===== src/rtl/pipeline_mem_stage_pkg.sv =====
// Shared definitions for the MEM pipeline stage.
//   - Default widths for data, register address, PC and data-memory address.
//   - Encoding of the memory-access FSM states.
package pipeline_mem_stage_pkg;

   localparam int DSIZE_DEF = 16;
   localparam int ASIZE_DEF = 4;
   localparam int ISIZE_DEF = 16;
   localparam int MSIZE_DEF = 8;

   typedef enum logic [1:0] {
      IDLE     = 2'd0,
      ACCESS   = 2'd1,
      COMPLETE = 2'd2
   } mem_state_t;

endpackage


===== src/rtl/pipeline_mem_stage_access_fsm.sv =====
// Memory access sequencer for the MEM stage.
// Ports:
//   clk, rst     clock, asynchronous active-low reset
//   start        memory instruction accepted in IDLE
//   ack          data-memory acknowledge
//   state        current FSM state
//   req          registered memory request (high throughout ACCESS)
//   done         ACCESS ends this cycle (ack or timeout)
//   timed_out    ACCESS ends this cycle without an ack
//   err          sticky timeout flag, cleared only by reset
module mem_access_fsm
   import pipeline_mem_stage_pkg::*;
#(
   parameter int TIMEOUT = 16
) (
   input  logic       clk,
   input  logic       rst,
   input  logic       start,
   input  logic       ack,
   output mem_state_t state,
   output logic       req,
   output logic       done,
   output logic       timed_out,
   output logic       err
);

   localparam int CW = (TIMEOUT > 2) ? $clog2(TIMEOUT) : 1;

   mem_state_t    state_d;
   logic [CW-1:0] cnt;
   logic          last;

   // cnt counts ACCESS cycles from 0; the cycle holding TIMEOUT-1 is the last one.
   assign last = (cnt == CW'(TIMEOUT - 1));

   always_comb begin
      state_d   = state;
      done      = 1'b0;
      timed_out = 1'b0;
      unique case (state)
         IDLE:     if (start) state_d = ACCESS;
         ACCESS: begin
            // ack takes priority over a coincident timeout
            if (ack) begin
               state_d = COMPLETE;
               done    = 1'b1;
            end else if (last) begin
               state_d   = COMPLETE;
               done      = 1'b1;
               timed_out = 1'b1;
            end
         end
         COMPLETE: state_d = IDLE;
         default:  state_d = IDLE;
      endcase
   end

   always_ff @(posedge clk or negedge rst) begin
      if (!rst) begin
         state <= IDLE;
         cnt   <= '0;
         req   <= 1'b0;
         err   <= 1'b0;
      end else begin
         state <= state_d;
         req   <= (state_d == ACCESS);
         cnt   <= (state == ACCESS && state_d == ACCESS) ? cnt + CW'(1) : '0;
         if (timed_out) err <= 1'b1;
      end
   end

endmodule


===== src/rtl/pipeline_mem_stage.sv =====
// MEM stage: drives the MEM/WB register inputs. Non-memory instructions pass
// straight through combinationally; loads/stores are latched and run over a
// req/ack data-memory port while the stage stalls upstream.
// Ports:
//   clk, rst                       clock, asynchronous active-low reset
//   valid_in .. MemtoReg_in        EX/MEM register contents
//   stall_out                      hold EX/MEM and earlier stages
//   dmem_*                         data-memory request/response
//   wen_out .. readMem_out         MEM/WB register inputs
//   mem_err_out                    sticky memory-timeout flag
module pipeline_mem_stage
   import pipeline_mem_stage_pkg::*;
#(
   parameter int DSIZE   = DSIZE_DEF,
   parameter int ASIZE   = ASIZE_DEF,
   parameter int ISIZE   = ISIZE_DEF,
   parameter int MSIZE   = MSIZE_DEF,
   parameter int TIMEOUT = 16
) (
   input  logic             clk,
   input  logic             rst,
   input  logic             valid_in,
   input  logic [DSIZE-1:0] alu_result_in,
   input  logic [DSIZE-1:0] store_data_in,
   input  logic             mem_read_in,
   input  logic             mem_write_in,
   input  logic             wen_in,
   input  logic [ASIZE-1:0] w_addr_in,
   input  logic [ISIZE-1:0] PC_in,
   input  logic             jal_in,
   input  logic             MemtoReg_in,
   output logic             stall_out,
   output logic             dmem_req_out,
   output logic             dmem_we_out,
   output logic [MSIZE-1:0] dmem_addr_out,
   output logic [DSIZE-1:0] dmem_wdata_out,
   input  logic             dmem_ack_in,
   input  logic [DSIZE-1:0] dmem_rdata_in,
   output logic             wen_out,
   output logic             jal_out,
   output logic             MemtoReg_out,
   output logic [DSIZE-1:0] w_data_out,
   output logic [ASIZE-1:0] w_addr_out,
   output logic [ISIZE-1:0] PC_out,
   output logic [DSIZE-1:0] readMem_out,
   output logic             mem_err_out
);

   mem_state_t state;
   logic       req, done, timed_out, err;
   logic       is_mem, accept;

   // latched memory instruction
   logic             wen_q, jal_q, m2r_q, we_q;
   logic [ASIZE-1:0] w_addr_q;
   logic [ISIZE-1:0] pc_q;
   logic [DSIZE-1:0] alu_q, wdata_q, rdata_q;
   logic [MSIZE-1:0] addr_q;

   assign is_mem = valid_in & (mem_read_in | mem_write_in);
   assign accept = (state == IDLE) & is_mem;

   mem_access_fsm #(.TIMEOUT(TIMEOUT)) u_fsm (
      .clk       (clk),
      .rst       (rst),
      .start     (accept),
      .ack       (dmem_ack_in),
      .state     (state),
      .req       (req),
      .done      (done),
      .timed_out (timed_out),
      .err       (err)
   );

   always_ff @(posedge clk or negedge rst) begin
      if (!rst) begin
         wen_q    <= 1'b0;
         jal_q    <= 1'b0;
         m2r_q    <= 1'b0;
         we_q     <= 1'b0;
         w_addr_q <= '0;
         pc_q     <= '0;
         alu_q    <= '0;
         wdata_q  <= '0;
         addr_q   <= '0;
         rdata_q  <= '0;
      end else if (accept) begin
         wen_q    <= wen_in;
         jal_q    <= jal_in;
         m2r_q    <= MemtoReg_in;
         we_q     <= mem_write_in;   // read+write together is treated as a write
         w_addr_q <= w_addr_in;
         pc_q     <= PC_in;
         alu_q    <= alu_result_in;
         wdata_q  <= store_data_in;
         addr_q   <= alu_result_in[MSIZE-1:0];
         rdata_q  <= '0;
      end else if (done) begin
         // timeout implies no ack, so it captures 0 as well
         rdata_q <= (dmem_ack_in && !we_q) ? dmem_rdata_in : '0;
      end
   end

   assign dmem_req_out   = req;
   assign dmem_we_out    = req & we_q;
   assign dmem_addr_out  = req ? addr_q  : '0;
   assign dmem_wdata_out = req ? wdata_q : '0;
   assign mem_err_out    = err;

   // WB-side mux; everything is forced to 0 while reset is held, which also
   // blocks the combinational pass-through path.
   always_comb begin
      stall_out    = 1'b0;
      wen_out      = 1'b0;
      jal_out      = 1'b0;
      MemtoReg_out = 1'b0;
      w_data_out   = '0;
      w_addr_out   = '0;
      PC_out       = '0;
      readMem_out  = '0;
      if (rst) begin
         unique case (state)
            IDLE: begin
               stall_out = is_mem;
               if (valid_in && !is_mem) begin
                  wen_out      = wen_in;
                  jal_out      = jal_in;
                  MemtoReg_out = MemtoReg_in;
                  w_data_out   = alu_result_in;
                  w_addr_out   = w_addr_in;
                  PC_out       = PC_in;
               end
            end
            ACCESS: stall_out = 1'b1;
            COMPLETE: begin
               wen_out      = wen_q;
               jal_out      = jal_q;
               MemtoReg_out = m2r_q;
               w_data_out   = alu_q;
               w_addr_out   = w_addr_q;
               PC_out       = pc_q;
               readMem_out  = rdata_q;
            end
            default: ;
         endcase
      end
   end

endmodule


===== config.mk =====
export PLATFORM = sky130hd
export DESIGN_NAME = pipeline_mem_stage
export DESIGN_NICKNAME = d
export VERILOG_FILES = /design/src/rtl/pipeline_mem_stage_pkg.sv /design/src/rtl/pipeline_mem_stage_access_fsm.sv /design/src/rtl/pipeline_mem_stage.sv
export SDC_FILE = /design/constraint.sdc
export NUM_CORES = 1
export LEC_CHECK = 0
export ABC_CLOCK_PERIOD_IN_PS = 3600
export CAP_MARGIN = 20
export CORE_MARGIN = 2
export CORE_UTILIZATION = 47
export DETAILED_ROUTE_END_ITERATION = 10
export PLACE_DENSITY_LB_ADDON = 0.2
export SLEW_MARGIN = 20
export SYNTH_ARGS = -nofsm -noshare
export SYNTH_HDL_FRONTEND = slang
export SYNTH_HIERARCHICAL = 1
export SYNTH_SLANG_ARGS = --single-unit

===== constraint.sdc =====
create_clock -name clk -period 3.6 [get_ports clk]
set_input_delay 0.9 -clock clk [delete_from_list [all_inputs] [get_ports clk]]
set_output_delay 0.9 -clock clk [all_outputs]
set_load 0.02 [all_outputs]

; ---- Word level (Yosys, flattened, before mapping)
; Cells that the tools add are included.
[word_totals]
input_bits = 77
register_bits = 88
output_inout_bits = 83
word_cells = 67
[classes]
add_sub_neg = 1
n_eq_ne = 4
mux = 37
n_reduce_logical = 7
n_bitwise = 4
[ops]
columns = op, count
row1 = $mux 16, 10
row2 = $pmux 16 s2, 2
row3 = $mux 1, 12
row4 = $mux 4, 3
row5 = $mux 8, 1
row6 = $pmux 1 s2, 4
row7 = $pmux 4 s2, 1
row8 = $mux 2, 3
row9 = $add 4x1->4 const B, 1
row10 = $eq 2x1->1 const B, 2
row11 = $eq 4x4->1 const B, 1
row12 = $pmux 2 s2, 1
row13 = $and 1x1->1, 3
row14 = $logic_and 1x1->1, 3
row15 = $eq 2x2->1 const B, 1
row16 = $logic_not 1->1, 2
row17 = $logic_not 2->1, 1
row18 = $reduce_bool 2->1, 1
row19 = $or 1x1->1, 1

; ---- Logic depth before layout (Yosys ltp)
; Gate-level depths: netlist of run 1.
[logic_depth]
word_depth = 8
mapped_depth = 8
ltp_nobuf = 6

; ---- By module
; Netlist of run 1, hierarchy kept.
[modules_own_cells]
columns = module, n_inst, seq_area_each_um2, cells_per_inst, area_per_inst_um2
row1 = pipeline_mem_stage, 1, 1801.7, 303, 3558.4
row2 = mem_access_fsm, 1, 200.2, 29, 330.3

; ---- Least setup slack after synthesis of run 1
; OpenSTA, ideal clock, no wires.
[synth_timing]
path_type = input port to output port
from = in valid_in
to = out w_data_out[10]
slack_ns = 0.882
t_arrival_ns = 1.818
stages = 5
cell_sequence = nor3b_2 -> and3_1 -> buf_4 -> buf_2 -> a22o_1
[synth_between]
elab_chain_cells = 6
[synth_rtl]
columns = item, line_no
row1 = start: declaration, pipeline_mem_stage.sv:22  ; input logic valid_in,
row2 = $and 1x1->1, pipeline_mem_stage.sv:60  ; assign is_mem = valid_in & (mem_read_in | mem_write_in);
row3 = $logic_not 1->1, pipeline_mem_stage.sv:125  ; if (valid_in && !is_mem) begin
row4 = $logic_and 1x1->1 *, pipeline_mem_stage.sv:125
row5 = $mux 16 *, pipeline_mem_stage.sv:125
row6 = $pmux 16 s2 *, pipeline_mem_stage.sv:122  ; unique case (state)
row7 = $mux 16 *, pipeline_mem_stage.sv:121  ; if (rst) begin
row8 = end: declaration, pipeline_mem_stage.sv:42  ; output logic [DSIZE-1:0] w_data_out,
; Mark *: on every way between the ends. The rest lies on a longest branch, timed or not.

; ---- Worst setup path after layout of run 1
[layout_timing]
from = in valid_in
to = out PC_out[15]
[layout_between]
elab_chain_cells = 6
[layout_rtl]
columns = item, line_no
row1 = $and 1x1->1, pipeline_mem_stage.sv:60
row2 = $logic_not 1->1, pipeline_mem_stage.sv:125
row3 = $logic_and 1x1->1 *, pipeline_mem_stage.sv:125
row4 = $mux 16 *, pipeline_mem_stage.sv:125
row5 = $pmux 16 s2 *, pipeline_mem_stage.sv:122
row6 = $mux 16 *, pipeline_mem_stage.sv:121
row7 = end: declaration, pipeline_mem_stage.sv:44  ; output logic [ISIZE-1:0] PC_out,
; Marked as above.

==> flow_summary_export.csv, run 1 <==
group,metric,value,unit
grt,grtUsageTotal,21.5,%
worst_setup_path,reg2reg_slack,1550,ps
floorplan,io-pin-count,160,
clock_tree,clkLatencyLatePin,330,ps
sta,min_period,3520,ps
power,peakVddDrop,0.000347,V
detailed_routing,wl,9.40,mm
place,placed_cell_area,5560,sq um
power,swShare,33.4,%
floorplan,initial_utilization,47.8,%
synth,ys_seq_area_share,51.5,%
worst_setup_path,cp_cell_sequence,"clkdlybuf4s50_1 > nor3b_2 > buf_4 > a32oi_1 > nor2b_1 > clkdlybuf4s50_1",
synth,synthCells,332,
sta,max_freq,284,MHz
sta,hold_viol,0,
clock_tree,cts.sinks,80,
clock_tree,clkSlewWorstSetupHoldPaths,70,ps
cells_and_area,drive_gt1_share,7.52,%
worst_setup_path,arrival,2620,ps
detailed_routing,dr.pass1.iters,4,
worst_setup_path,worstPathRequired,2700,ps
power,leakagePower,2.72,nW
place,numPortBuffers,159,
cells_and_area,nets,566,
power,power.share.sequential,43.3,%
grt,grt_start_max_net_pins,48,
worst_setup_path,r2r-start,"u_fsm/cnt[0]",
floorplan,die_area,9020,sq um
detailed_routing,vias,3089,
min_path,hold_path_class,"input pin to asynchronous set/reset pin",
cells_and_area,diodes,0,
detailed_routing,viasPerCell,5.17,
job,maxCapViolCount,0,
detailed_routing,ant_nets,0,
clock_tree,cts_inserted_buffers,9,
synth,synth-warning-count,6,
grt,antenna_found_initial,0,
cells_and_area,fillers,626,
worst_setup_path,endpoint_kind,"output port",
detailed_routing,wl_per_cell,15.7,microns
cells_and_area,final_util,70.5,%
clock_tree,postCtsSetupBuffers,0,
power,p_per_area,600,nW/um^2
worst_setup_path,r2r_end,"rdata_q[4]",
power,p_sw,0.00115,W
detailed_routing,drc,0,
floorplan,dieWidth,95.0,microns
sta,fin_skew,5.07,ps
power,p_clk_share,18.4,%
status,status,"finished, final reports clean",
worst_setup_path,slowest_delay,610,ps
worst_setup_path,crit_family,"buffers and inverters",
cells_and_area,instances_no_fill,597,
grt,grt_pass1_vias,3127,
grt,grt_first_pass_wirelength,15.1,mm
synth,syn_area_per_cell,11.7,sq um
sta,setup-violations-final,0,
sta,drv_slew,0,
worst_setup_path,worst_path_max_delay_cell,"clkdlybuf4s50_1",
clock_tree,cts_tree,"yes",
synth,synth_seq_cells,80,
power,p_comb_share,38.3,%
worst_setup_path,crit_top_cell,"clkdlybuf4s50_1",
place,dp_hpwl,6.69,mm
floorplan,rows,33,
synth,synth_fp_nets,410,
clock_tree,htree_levels,3,
grt,grt_overflow,0,
worst_setup_path,rr_worst_depth,7,
worst_setup_path,worstPathMaxFanout,11,
place,gp_congestion,0.792,
worst_setup_path,worst-path-buf-inv,3,
detailed_routing,drt-initial-drc-count,70,
clock_tree,root_buffer,"clkbuf_8",
worst_setup_path,start_kind,"input pin",
sta,period_share,97.7,%
sta,slew_headroom,58.4,%
synth,synth_area,3890,sq um
floorplan,die_y,95.0,microns
floorplan,coreArea,8130,sq um
place,placedCellCount,582,
power,internal-power,0.00229,W
clock_tree,cts_buffer_depth,2,
sta,worst_pin_slew,625,ps
cells_and_area,syn2layout_area_growth,47.4,%
worst_setup_path,crit_type,"input pin to output port",
cells_and_area,finish.instance_area,5730,sq um
synth,synth_cell_types,31,
sta,rsz0062_at_grt,"no",
-- what timing repair did --
item                       CTS  global route
setup endpoints to repair   29             7
hold buffers                 0             0
resized for setup           29             7
-- power by group through the flow --
| stage | registers, W | clock network [W] | logic [W] |
|---|---|---|---|
| 6_report | 0.00149 | 0.000634 | 0.00132 |
| 5_1_grt | 0.00155 | 0.000698 | 0.00144 |
| 4_1_cts | 0.00149 | 0.000655 | 0.00134 |
| 3_5_place_dp | 0.00151 | 0 | 0.00136 |
| 3_3_place_gp | 0.00148 | 0 | 0.00133 |
| 2_1_floorplan | 0.00141 | 0 | 0.000870 |
-- routing by layer --
metal  GRT usage, %  wire (microns)
met2           36.3            4590
met4           7.49             134
met1           27.6            4070
met3           4.15             602
met5              0               0
-- cell families after synthesis --
logic type      after synthesis  share of synthesized area [%]
compound gates               57                           11.2
simple gates                109                           16.0
buf+inv                      27                           4.38
mux                          56                           16.2
fa+ha+maj                     1                          0.322
xor+xnor                      2                          0.451
flops                        80                           51.5
-- cell usage after synthesis --
library cell / count / area [sq um]
a21oi_1: 16 / 80.1
a22o_1: 29 / 254
a31oi_1: 1 / 6.26
a32oi_1: 10 / 87.6
and2_1: 26 / 163
and2b_1: 1 / 7.51
and3_1: 17 / 106
and3b_1: 1 / 8.76
buf_2: 7 / 35.0
buf_4: 2 / 15.0
buf_6: 7 / 78.8
clkbuf_1: 10 / 37.5
dfrtp_1: 80 / 2000
ha_1: 1 / 12.5
inv_1: 1 / 3.75
mux2_1: 52 / 586
mux2_2: 4 / 45.0
nand2_1: 3 / 11.3
nand2b_1: 1 / 6.26
nand2b_4: 1 / 13.8
nand3_1: 2 / 10.0
nor2_1: 30 / 113
nor2_2: 1 / 6.26
nor2b_1: 20 / 125
nor3b_1: 3 / 22.5
nor3b_2: 1 / 12.5
o21a_1: 1 / 7.51
or2_2: 1 / 6.26
or3b_1: 1 / 8.76
xnor2_1: 1 / 8.76
xor2_1: 1 / 8.76
-- area by class of cell --
cell class / instances / area, sq um / share of cell area, %
clock buffers: 11 / 141 / 2.47
repair buffers: 171 / 1690 / 29.4
well taps: 105 / 131 / 2.29
flip-flops and latches: 80 / 2000 / 34.9
clock inverters: 4 / 45.0 / 0.786
multi-input cells: 225 / 1720 / 30.1
inverters: 1 / 3.75 / 0.0655
-- worst register-to-register path: cells and delay by family (launching register included) --
family	cells	cell delay, ps
and+or+nand+nor	3	860
AOI/OAI and AO/OA	2	280
buffers and inverters	1	240
DFF	1	380
adders and majority gates	1	220
-- how the worst max path moves through the flow --
stage	depth (start not counted)	slack [ps]	start	end
final	6	80	valid_in	PC_out[15]
after floorplan	5	880	valid_in	w_data_out[10]
after global routing	6	6	valid_in	w_data_out[8]
after global placement	6	-10	valid_in	w_addr_out[0]
after detailed placement	6	-60	valid_in	w_data_out[13]
after CTS	6	50	valid_in	PC_out[12]
-- sequential cells by signal, indices dropped and copies added, names as in the netlist, 2 cells and up --
register	cells
rdata_q	16
u_fsm/cnt	4
u_fsm/state	2
w_addr_q	4
wdata_q	16
alu_q	16
pc_q	16
-- per-stage QoR --
stage	TNS, ps	total power (W)	hold WS, ps	setup WS, ps
global route	0	0.00368	365	6.47
detailed placement	-764	0.00287	454	-57.9
CTS	0	0.00349	364	52.6
finish	0	0.00344	385	83.2
global placement	-36.0	0.00282	449	-9.52
floorplan	0	0.00228	430	882
-- cell usage in the layout (no fill, tap or decap), types with 3 or more instances in the layout --
cell type / netlist / routed
buf_4: 2 / 11
clkinv_2: 0 / 3
dlymetal6s2s_1: 0 / 7
and2_1: 26 / 26
dfrtp_1: 80 / 80
a21oi_1: 16 / 16
mux2_1: 52 / 52
dlygate4sd2_1: 0 / 29
a32oi_1: 10 / 10
nor2b_1: 20 / 20
nand2_1: 3 / 3
nor2_1: 30 / 30
a22o_1: 29 / 29
and3_1: 17 / 17
clkdlybuf4s50_1: 0 / 122
clkbuf_8: 0 / 10
mux2_2: 4 / 4
Note: power is estimated with default switching activity, not from simulation.
==> run 2, diff against run 1 <==
--- a/config.mk
+++ b/config.mk
@@ -5,14 +5,14 @@
 export SDC_FILE = /design/constraint.sdc
 export NUM_CORES = 1
 export LEC_CHECK = 0
-export ABC_CLOCK_PERIOD_IN_PS = 3600
+export ABC_CLOCK_PERIOD_IN_PS = 4000
 export CAP_MARGIN = 20
 export CORE_MARGIN = 2
-export CORE_UTILIZATION = 47
+export CORE_UTILIZATION = 45
+export CTS_BUF_LIST = sky130_fd_sc_hd__clkbuf_8
 export DETAILED_ROUTE_END_ITERATION = 10
 export PLACE_DENSITY_LB_ADDON = 0.2
 export SLEW_MARGIN = 20
 export SYNTH_ARGS = -nofsm -noshare
 export SYNTH_HDL_FRONTEND = slang
-export SYNTH_HIERARCHICAL = 1
 export SYNTH_SLANG_ARGS = --single-unit
==> constraint.sdc (replaced) <==
create_clock -name clk -period 4 [get_ports clk]
set_input_delay 1 -clock clk [delete_from_list [all_inputs] [get_ports clk]]
set_output_delay 1 -clock clk [all_outputs]
set_load 0.02 [all_outputs]
==> run 2 against run 1 <==
Area after synthesis increased by 5.2%. Cell count shrank 2.5%. Sequential share of layout area is 0.86 points lower. Highest routed layer unchanged. Critical path depth is the same. Global-route usage fell by 1.1 points. Clock skew rose by 1.0 ps. Cell area increased by 2.5%. Combinational power shrank 27%. Routed wire length increased by 8.2%.
==> flow_summary_export.csv, run 2 <==
group,metric,value,unit
floorplan,initial_utilization,46.7,%
cells_and_area,nets,547,
sta,worst_pin_slew,688,ps
detailed_routing,viasPerCell,5.32,
clock_tree,clkSlewWorstSetupHoldPaths,80,ps
synth,synth_edf_count,0,
synth,synth.most_common_cell,"dfrtp_1",
place,numPortBuffers,159,
grt,grt_overflow,0,
floorplan,die_area,9870,sq um
worst_setup_path,arrival,2890,ps
clock_tree,cts.sinks,80,
sta,rsz0062_at_grt,"no",
detailed_routing,wl_per_cell,17.5,microns
power,peakVddDrop,0.000229,V
worst_setup_path,worstPathMaxFanout,22,
clock_tree,postCtsSetupBuffers,0,
sta,timing.setup.tns,0,ps
synth,synth_top_area_share,48.9,%
power,p_comb_share,35.1,%
cells_and_area,diodes,0,
power,p_clk_share,20.8,%
sta,max_freq,257,MHz
clock_tree,cts_resized,0,
clock_tree,htree_levels,3,
floorplan,dieWidth,99.4,microns
cells_and_area,final_util,67.1,%
sta,period_share,97.3,%
place,place_ws,104,ps
detailed_routing,wl,10.2,mm
detailed_routing,dr.pass1.iters,4,
detailed_routing,drc,0,
synth,synth_area,4090,sq um
grt,grtUsageTotal,20.4,%
floorplan,io-pin-count,160,
cells_and_area,mostFrequentLayoutCells,"clkdlybuf4s50_1, dfrtp_1, mux2_4",
synth,synth_seq_cells,80,
power,swShare,30.0,%
cells_and_area,instances_no_fill,582,
floorplan,die_y,99.4,microns
detailed_routing,vias,3095,
synth,synthArstFlopShare,100,%
cells_and_area,regArea,2000,sq um
sta,fin_skew,6.09,ps
cells_and_area,fillers,682,
place,dp_hpwl,7.06,mm
cells_and_area,final_common_cell,"clkdlybuf4s50_1",
clock_tree,cts_buffer_depth,2,
synth,synth_cell_types,35,
worst_setup_path,worstPathRequired,3000,ps
sta,hold_viol,0,
place,placedCellCount,566,
min_path,hold_path_class,"register to register",
sta,drv_slew,0,
clock_tree,cts_tree,"yes",
synth,synth_commonest_cells,"dfrtp_1, mux2_4, a22o_1",
grt,antenna_found_initial,0,
grt,grt_start_max_net_pins,56,
worst_setup_path,crit_type,"input pin to output port",
detailed_routing,drt-initial-drc-count,74,
clock_tree,cts_inserted_buffers,9,
synth,synth_ff_type,"dfrtp_1",
worst_setup_path,start_kind,"input pin",
cells_and_area,syn2layout_area_growth,43.6,%
sta,setup_ws,109,ps
status,status,"finished, final reports clean",
sta,min_period,3890,ps
sta,slew_headroom,54.1,%
worst_setup_path,endpoint_kind,"output port",
clock_tree,root_buffer,"clkbuf_8",
synth,syn_area_per_cell,13.0,sq um
synth,synth_top_cell_by_area,"dfrtp_1",
synth,synthCells,315,
synth,synth-warning-count,0,
grt,grt_first_pass_wirelength,16.0,mm
clock_tree,clkLatencyLatePin,340,ps
cells_and_area,drive_gt1_share,18.1,%
synth,yosys-top-cells-area,"dfrtp_1, mux2_4, a22o_1, and2_1, buf_12",
power,power.share.sequential,44.1,%
power,leakagePower,2.55,nW
grt,grt_pass1_vias,3081,
power,p_per_area,465,nW/um^2
floorplan,coreArea,8760,sq um
floorplan,rows,34,
cells_and_area,multi_input_area,1850,sq um
job,maxCapViolCount,0,
sta,setup-violations-final,0,
clock_tree,cts_hold_buf,0,
power,internal-power,0.00191,W
synth,synth_fp_nets,393,
detailed_routing,ant_nets,0,
place,gp_congestion,0.787,
power,p_sw,0.000819,W
synth,ys_seq_area_share,48.9,%
-- run 2: cell count changes after synthesis, moves of 3 or more --
cell	change
mux2_4	+50
o21ai_0	+9
clkbuf_1	+3
buf_6	-5
nor2b_1	-15
nor2_1	-21
a21oi_1	-8
mux2_1	-50
a32o_1	+8
nand2_1	+8
buf_12	+6
-- run 2: worst paths after layout --
| check | cells after the start | end | from | slack, ps |
|---|---|---|---|---|
| worst max-delay path | 6 | PC_out[9] | valid_in | 110 |
| worst min-delay path | 1 | u_fsm.cnt[0] | u_fsm.cnt[0] | 460 |
| worst max register to register | 5 | w_addr_q[1] | u_fsm.state[1] | 1850 |
| worst min register to register | 1 | u_fsm.cnt[0] | u_fsm.cnt[0] | 460 |
| max in group asynchronous | 2 | alu_q[14] | rst | 2570 |
| min in group asynchronous | 1 | rdata_q[2] | rst | 500 |
-- run 2: critical path, cell delays in order --
cell and delay, ps:
clkdlybuf4s50_1 480, nor3b_4 190, and3_1 250, buf_12 180, a22o_1 160, clkdlybuf4s50_1 610
-- run 2: metrics by stage --
step	total power [W]	hold WS, ps	cell area, sq um
floorplan	0.00183	433	4090
global placement	0.00215	455	5690
detailed placement	0.00218	456	5690
CTS	0.00277	467	5880
global route	0.00288	479	5880
finish	0.00273	465	5880
-- run 2: layer usage --
metal | global-route usage, % | up-vias | part of all wire [%]
met5 | 0 | - | 0
met4 | 5.58 | 0 | 0.89
met3 | 6.25 | 8 | 6.6
met2 | 31.2 | 107 | 47
met1 | 28.4 | 1536 | 46
li1 | - | 1444 | -
-- run 2: area by class of cell --
type | instances | share of cell area [%]
inverter | 1 | 0.0639
multi-input combinational | 205 | 31.4
clock buffer | 9 | 2.11
timing repair buffer | 172 | 28.9
sequential | 80 | 34.1
tap | 108 | 2.30
clock inverter | 7 | 1.11
-- run 2: kinds of logic (layout without fill, tap and decap cells) --
family | Yosys count | count (layout) | share of synthesized area, %
buffers and inverters | 30 | 189 | 5.93
xor gates and xnor gates | 2 | 2 | 0.428
adders and majority gates | 1 | 1 | 0.306
AOI/OAI and AO/OA | 67 | 67 | 13.0
muxes | 56 | 56 | 20.0
DFF | 80 | 80 | 48.9
and+or+nand+nor | 79 | 79 | 11.5
-- run 2: power by group through the flow --
stage	Clock (W)	Combinational (W)	Sequential (W)
2_1_floorplan	0	0.000670	0.00116
3_3_place_gp	0	0.000951	0.00120
3_5_place_dp	0	0.000963	0.00121
4_1_cts	0.000592	0.000970	0.00120
5_1_grt	0.000619	0.00102	0.00124
6_report	0.000567	0.000958	0.00120
==> run 3, diff against run 2 <==
--- a/config.mk
+++ b/config.mk
@@ -8,10 +8,11 @@
 export ABC_CLOCK_PERIOD_IN_PS = 4000
 export CAP_MARGIN = 20
 export CORE_MARGIN = 2
-export CORE_UTILIZATION = 45
-export CTS_BUF_LIST = sky130_fd_sc_hd__clkbuf_8
+export CORE_UTILIZATION = 44
+export CTS_BUF_LIST = sky130_fd_sc_hd__clkbuf_16
 export DETAILED_ROUTE_END_ITERATION = 10
 export PLACE_DENSITY_LB_ADDON = 0.2
+export SKIP_CTS_REPAIR_TIMING = 1
 export SLEW_MARGIN = 20
 export SYNTH_ARGS = -nofsm -noshare
 export SYNTH_HDL_FRONTEND = slang
==> run 3 against run 2 <==
Largest cell class unchanged. Total power up 11%. Largest power group unchanged. Global-route usage up 1.0 points. First-iteration DRC count up 36%. Non-clock buffer count down 2. Fmax about the same. Sequential cell count unchanged. Utilization down 1.6 points. Sequential share of layout area down 0.64 points.
==> flow_summary_export.csv, run 3 (synthesis gave the netlist of run 2 again) <==
group,metric,value,unit
detailed_routing,wl_per_cell,17.9,microns
worst_setup_path,cp-startpoint,"valid_in",
detailed_routing,dr.pass1.iters,4,
cells_and_area,multi_input_area,1850,sq um
sta,fin_skew,8.26,ps
grt,grt_start_max_net_pins,49,
detailed_routing,vias,3085,
clock_tree,cts_buffer_depth,2,
clock_tree,clkSlewWorstSetupHoldPaths,60,ps
worst_setup_path,crit_family,"buffers and inverters",
grt,grt_pass1_vias,3249,
power,peakVddDrop,0.000210,V
worst_setup_path,cp_cell_sequence,"clkdlybuf4s50_1 > nor3b_4 > and3_1 > buf_12 > a22o_1 > clkdlybuf4s50_1",
grt,grtUsageTotal,21.5,%
place,dp_hpwl,7.06,mm
sta,period_share,97.3,%
worst_setup_path,crit_type,"input pin to output port",
worst_setup_path,worstPathRequired,3000,ps
power,p_per_area,506,nW/um^2
floorplan,initial_utilization,44.7,%
worst_setup_path,worst-path-buf-inv,3,
grt,grt_overflow,0,
worst_setup_path,start_kind,"input pin",
place,numPortBuffers,159,
power,leakagePower,2.61,nW
grt,antenna_found_initial,0,
sta,max_freq,257,MHz
place,gp_congestion,0.790,
clock_tree,root_buffer,"clkbuf_16",
floorplan,rows,35,
cells_and_area,mostFrequentLayoutCells,"clkdlybuf4s50_1, dfrtp_1, mux2_4",
cells_and_area,drive_gt1_share,18.0,%
detailed_routing,drt-initial-drc-count,101,
cells_and_area,diodes,0,
worst_setup_path,r2r-start,"u_fsm.state[1]",
cells_and_area,regArea,2000,sq um
sta,slew_headroom,43.9,%
grt,grt_first_pass_wirelength,16.9,mm
cells_and_area,final_util,65.4,%
job,maxCapViolCount,0,
sta,hold_viol,0,
sta,min_period,3890,ps
sta,drv_slew,0,
floorplan,io-pin-count,160,
cells_and_area,syn2layout_area_growth,46.3,%
clock_tree,cts_tree,"yes",
sta,worst_pin_slew,838,ps
worst_setup_path,worstPathMaxFanout,31,
detailed_routing,drc,0,
worst_setup_path,endpoint_kind,"output port",
cells_and_area,fillers,745,
min_path,hold_path_class,"register to register",
detailed_routing,viasPerCell,5.29,
clock_tree,cts_inserted_buffers,9,
detailed_routing,ant_nets,0,
worst_setup_path,slowest_delay,610,ps
floorplan,die_area,10100,sq um
clock_tree,htree_levels,3,
sta,timing.setup.tns,0,ps
clock_tree,clkLatencyLatePin,330,ps
clock_tree,cts.sinks,80,
worst_setup_path,crit_top_cell,"clkdlybuf4s50_1",
sta,setup-violations-final,0,
status,status,"finished, final reports clean",
floorplan,die_y,100,microns
cells_and_area,final_common_cell,"clkdlybuf4s50_1",
floorplan,dieWidth,100,microns
detailed_routing,wl,10.4,mm
floorplan,coreArea,9150,sq um
worst_setup_path,worst_path_max_delay_cell,"clkdlybuf4s50_1",
cells_and_area,nets,545,
sta,rsz0062_at_grt,"no",
worst_setup_path,arrival,2890,ps
min_path,hp-start,"u_fsm.err",
## run 3: cell count changes in the layout (fill, tap and decap cells not counted), moves of 2 or more
cell and delta:
buf_4 -2, clkbuf_16 +9, clkbuf_8 -9, clkinv_2 +2
clkinvlp_4 -3
## run 3: worst reg2reg max path: stages, from the launching register on
cell	delay (ps)
dfrtp_1	530
nor3b_4	260
buf_4	210
nor2b_4	170
buf_4	460
mux2_2	400
## run 3: final timing paths
check	slack [ps]	cells past startpoint	endpoint
max	110	6	PC_out[3]
min	480	1	u_fsm.err
max reg2reg	1860	5	wdata_q[2]
min reg2reg	480	1	u_fsm.err
max in group asynchronous	2630	2	alu_q[13]
min in group asynchronous	510	1	rdata_q[5]
## run 3: area by class of cell
cell class                      instances  share of cell area, %
Sequential cell                        80                   33.4
Multi-Input combinational cell        205                   30.9
Timing Repair Buffer                  170                   28.1
Clock buffer                            9                   3.76
Tap cell                              111                   2.32
Clock inverter                          7                   1.46
Inverter                                1                 0.0627
## run 3: metrics by stage
stage	worst slack [ps]	instances	power (W)	hold slack (ps)	area (sq um)
2_1_floorplan	940	315	0.00183	433	4090
3_3_place_gp	117	567	0.00216	455	5680
3_5_place_dp	99.3	567	0.00218	459	5680
4_1_cts	99.5	583	0.00305	489	5990
5_1_grt	8.68	583	0.00319	502	5990
6_report	107	583	0.00303	483	5990
## run 3: power by group
part	switching (W)	leakage, nW	internal (W)
logic	0.000382	1.47	0.000579
clock network	0.000322	0.160	0.000542
registers	0.000154	0.979	0.00105
total	0.000859	2.61	0.00217
## run 3: metal layers
| metal | vias up | track usage [%] | share of wire, % |
|---|---|---|---|
| li1 | 1442 | - | - |
| met1 | 1510 | 28.8 | 46 |
| met2 | 116 | 32.9 | 45 |
| met3 | 17 | 5.99 | 7.0 |
| met4 | 0 | 8.64 | 2.1 |
| met5 | - | 0 | 0 |
